<file path="src/rtl/ahb_wait_slave.sv">
// AHB-Lite responder: word-addressed memory, WAIT_STATES wait cycles per beat,
// two-cycle ERROR response for non-word or misaligned transfers.
module ahb_wait_slave #(
  parameter int ADDR_W      = 6,
  parameter int WAIT_STATES = 1
) (
  input  logic        hclk,
  input  logic        hresetn,
  input  logic        hsel,
  input  logic [31:0] haddr,
  input  logic [1:0]  htrans,
  input  logic        hwrite,
  input  logic [2:0]  hsize,
  input  logic [2:0]  hburst,
  input  logic [31:0] hwdata,
  input  logic        hready,
  output logic        hreadyout,
  output logic        hresp,
  output logic [31:0] hrdata
);

  typedef enum logic [2:0] {
    S_IDLE,
    S_WAIT,
    S_LAST,
    S_ERR1,
    S_ERR2
  } state_t;

  localparam logic [3:0] WAIT_INIT = 4'(WAIT_STATES);

  state_t            state, state_nxt;
  logic [3:0]        cnt, cnt_nxt;
  logic [ADDR_W-1:0] idx, idx_nxt, addr_idx;
  logic              wr_q, wr_nxt;
  logic              accept, bad_xfer;
  logic              rd_load;
  logic [31:0]       rd_nxt;
  logic [31:0]       mem [0:(1<<ADDR_W)-1];

  // hburst, htrans[0] and the upper address bits play no part in decoding
  logic unused_bits;
  assign unused_bits = ^{hburst, htrans[0], haddr[31:ADDR_W+2]};

  always_comb begin
    addr_idx = haddr[ADDR_W+1:2];
    accept   = hsel && hready && htrans[1];
    bad_xfer = (hsize != 3'b010) || (haddr[1:0] != 2'b00);
  end

  always_comb begin
    state_nxt = state;
    cnt_nxt   = cnt;
    idx_nxt   = idx;
    wr_nxt    = wr_q;
    hreadyout = 1'b1;
    hresp     = 1'b0;
    case (state)
      S_IDLE, S_LAST: begin
        state_nxt = S_IDLE;
        if (accept) begin
          idx_nxt = addr_idx;
          wr_nxt  = hwrite;
          if (bad_xfer) begin
            state_nxt = S_ERR1;
          end else if (WAIT_STATES > 0) begin
            state_nxt = S_WAIT;
            cnt_nxt   = WAIT_INIT;
          end else begin
            state_nxt = S_LAST;
          end
        end
      end
      S_WAIT: begin
        hreadyout = 1'b0;
        cnt_nxt   = cnt - 4'd1;
        if (cnt == 4'd1) state_nxt = S_LAST;
      end
      S_ERR1: begin
        hreadyout = 1'b0;
        hresp     = 1'b1;
        state_nxt = S_ERR2;
      end
      S_ERR2: begin
        hresp     = 1'b1;
        state_nxt = S_IDLE;
      end
      default: state_nxt = S_IDLE;
    endcase
  end

  // A write retiring in LAST on the same edge a read enters LAST must forward hwdata
  always_comb begin
    rd_load = (state_nxt == S_LAST);
    if (state == S_LAST && wr_q && idx_nxt == idx) rd_nxt = hwdata;
    else                                           rd_nxt = mem[idx_nxt];
  end

  always_ff @(posedge hclk) begin
    if (!hresetn) begin
      state  <= S_IDLE;
      cnt    <= '0;
      idx    <= '0;
      wr_q   <= 1'b0;
      hrdata <= '0;
    end else begin
      state <= state_nxt;
      cnt   <= cnt_nxt;
      idx   <= idx_nxt;
      wr_q  <= wr_nxt;
      if (rd_load) hrdata <= rd_nxt;
    end
  end

  always_ff @(posedge hclk) begin
    if (hresetn && state == S_LAST && wr_q) mem[idx] <= hwdata;
  end

endmodule

</file>
<file path="config.mk">
export PLATFORM = sky130hd
export DESIGN_NAME = ahb_wait_slave
export DESIGN_NICKNAME = d
export VERILOG_FILES = /design/src/rtl/ahb_wait_slave.sv
export SDC_FILE = /design/constraint.sdc
export NUM_CORES = 2
export LEC_CHECK = 0
export ABC_CLOCK_PERIOD_IN_PS = 3690
export BUFFER_PORTS_ARGS = -buffer_cell sky130_fd_sc_hd__buf_2
export CORE_UTILIZATION = 60
export CTS_CLUSTER_SIZE = 16
export DETAILED_ROUTE_END_ITERATION = 7
export GPL_TIMING_DRIVEN = 0
export PLACE_DENSITY_LB_ADDON = 0.1
export RECOVER_POWER = 100
export SLEW_MARGIN = 10
export SYNTH_ARGS = -nofsm -noshare
export SYNTH_HDL_FRONTEND = slang
export SYNTH_SLANG_ARGS = --single-unit
export TNS_END_PERCENT = 20
</file>
<file path="constraint.sdc">
create_clock -name hclk -period 3.69 [get_ports hclk]
set_input_delay 0.5535 -clock hclk [delete_from_list [all_inputs] [get_ports hclk]]
set_output_delay 0.5535 -clock hclk [all_outputs]
set_load 0.01 [all_outputs]
</file>
==> out/results.tsv <==
stage	metric	value	unit
grt	met3 GRT Util	11.7	%
setup_path	critical path class	reg2reg	
setup_path	worst-path fanout max	9	
detailed_routing	DR WL/cell	37.4	um
grt	antenna violations before repair	11	
status	violations in the final reports	design-rule violations, max-capacitance violations, max-slew violations, negative setup slack	
setup_path	startpoint class of the critical path	flop	
grt	first-pass GRT wire length	368000	um
cts	CTS tree	built	
final_layout	Final Net Count	5376	
place	placer congestion estimate	0.969	
timing	FMAX	259	MHz
status	status	finished with violations	
grt	busiest metal layer after global routing	met2	
timing	Tmin final	3.86	ns
detailed_routing	DRC	8	
floorplanning	number of cell rows	134	
detailed_routing	ANT nets after route	0	
place	port bufs	82	
cts	clock sink count	2094	
synthesis	ys async rst share	0	%
place	DP Wirelength	177000	um
place	Cells after DPL	6840	
synthesis	register bit total from synthesis	2094	
floorplanning	Core Region	133000	um^2
cts	CTS buffer count	201	
timing	Slew Viols, Final	2058	
grt	met2 Usage GRT	57.9	%
final_layout	Cell Count, Final, Fillers Out	7247	
synthesis	Net Count, Synth	4981	
timing	Final Hold Vio Count	0	
synthesis	Syn Inst Count	4902	
detailed_routing	router iterations before antenna repair	8	
cts	Worst-Skew Late Latency	0.85	ns
timing	Rel. slew slack	-160	%
timing	Final Setup Violations	26	
synthesis	top_reg_cell synth	edfxtp_1	
timing	Tightest Pin Transition	3.90	ns
detailed_routing	drt via density	6.97	
synthesis	Mapped Area	80500	um^2
power	Leak	0.0321	uW
detailed_routing	DR vias	50500	
power	Total Power	48600	uW
grt	largest net degree at the start of global routing	65	
synthesis	sequential area share after synthesis	77.5	%
timing	worst hold margin	0.0490	ns
min_path	Hold Crit Class	in2reg	
floorplanning	Vert. Die Dim	368	um
timing	clk_skew	0.0357	ns
synthesis	number of flops mapped to enable cells by yosys	2048	
final_layout	layout cells sized above 1	16.4	%
timing	RSZ-0062 raised after global routing	yes	
cts	Max clock buf depth	3	
final_layout	Area Overhead vs Synth	15.9	%
timing	Tcrit/Tclk final	105	%
setup_path	Worst Path Arrival	4.65	ns
floorplanning	Initial Utilization	60.4	%
grt	number of global-route vias before repair	47000	
final_layout	Filler cells	8523	
detailed_routing	Iteration-0 DRC Markers	9230	
floorplanning	Die X	368	um
timing	final worst slack	-0.168	ns
power	Pwr per Cell Area	521	nW/um^2
detailed_routing	Final Routed Wirelength	271000	um
grt	total grt overflow	0	
setup_path	Crit. End Element	flop	
cts	Worst-path clk slew	0.06	ns
final_layout	most frequent cells in the layout	edfxtp_1 (2048), nand2_1 (753), mux2i_1 (480), nand3_1 (211), clkbuf_16 (203)	
synthesis	Avg Cell Area, Syn	16.4	um^2
power	Peak supply drop	507	uV
grt	GRT met1 Usage	53.1	%
grt	All-Layer GR Usage	39.9	%
run	max-cap violations	33	
final_layout	commonest non-fill, non-tap cell in the layout	edfxtp_1	
place	DP Worst Slack	-2.44	ns
floorplanning	num ports	111	
cts	H-tree depth	4	
floorplanning	die area	136000	um^2
synthesis	Distinct cells, synth	65	
cts	clk root buf	clkbuf_16	
timing	setup_tns	-2.06	ns
synthesis	Ys Warns	0	
setup_path	Worst Path Required	4.48	ns
## cell usage after synthesis, drive strengths merged (14+ instances only)
| master | instances | area [um^2] |
|---|---|---|
| nand2 | 756 | 2840 |
| o22ai | 153 | 957 |
| o21ai | 117 | 586 |
| or3 | 14 | 87.6 |
| edfxtp | 2048 | 61500 |
| nor2 | 105 | 422 |
| dfxtp | 46 | 921 |
| a21oi | 104 | 532 |
| and3 | 30 | 188 |
| a31oi | 38 | 238 |
| o41ai | 14 | 123 |
| buf | 167 | 880 |
| a22oi | 33 | 248 |
| mux2i | 481 | 4810 |
| a32oi | 148 | 1300 |
| mux4 | 69 | 1550 |
| nand3 | 219 | 1100 |
| nor3 | 24 | 135 |
| a211oi | 15 | 113 |
| clkbuf | 122 | 458 |
| a32o | 19 | 190 |
| nand4 | 60 | 375 |
## layer usage
metal,share of wire (%),routed length (um)
met5,0.011,29
met4,7.7,20900
met3,14,38600
met2,43,117000
met1,35,94100
## critical path: stages, from the launching register on
cell	delay, ns
dfxtp_1	0.42
ha_1	0.18
nor3b_2	0.28
and3_1	0.20
clkbuf_1	0.29
nand3_1	0.59
nor2_2	0.79
nand4_1	0.65
nand4_1	0.27
or3_1	0.12
## path summary, 6_finish.rpt
check                              from          to  slack [ns]  cells past startpoint
worst max-delay path             cnt[0]  hrdata[26]       -0.17                      9
worst min-delay path            hresetn      cnt[3]        0.05                      2
worst max register to register   cnt[0]  hrdata[26]       -0.17                      9
worst min register to register     wr_q        wr_q        0.48                      2
## timing repair
item,CTS,global route
setup buffers,17,7
hold endpoints to repair,2,0
pin swaps,33,17
gates resized for setup,295,81
setup endpoints to repair,33,31
cloned,1,0
hold buffers,2,0
## area by class of cell
type,count,area [um^2],area share (%)
flip-flops and latches,2094,62400,66.9
multi-input cells,2515,18100,19.4
clock buffers,267,5350,5.73
repair buffers,196,2440,2.62
well taps,1768,2210,2.37
plain buffers,284,1750,1.87
clock inverters,111,985,1.06
inverters,5,18.8,0.0201
diodes,7,17.5,0.0188
## state kept, by name (all words and copies together) (netlist names)
register and count:
cnt 4, state 3, mem 2048, idx 6, wr_q 1, hrdata 32
## through the flow
step	util [%]	instance area, um^2
after floorplan	-	80500
after global placement	62.4	83100
after detailed placement	64.2	85600
after CTS	69.9	93100
after global routing	70.0	93300
final	70.0	93300
## power breakdown
part	total, uW	internal, uW	switching [uW]
Combinational	2390	619	1770
Clock	20000	11100	8890
Sequential	26200	26200	13.9
## logic make-up (layout without fill, tap and decap cells)
group | Yosys count | in the layout | synth area share (%)
AOI/OAI and AO/OA | 712 | 712 | 6.09
adders and majority gates | 2 | 2 | 0.0311
buffers and inverters | 294 | 863 | 1.68
DFF | 2094 | 2094 | 77.5
muxes | 551 | 551 | 7.92
other | 0 | 7 | 0
and+or+nand+nor | 1249 | 1250 | 6.75
Note: power is estimated with default switching activity, not from simulation.
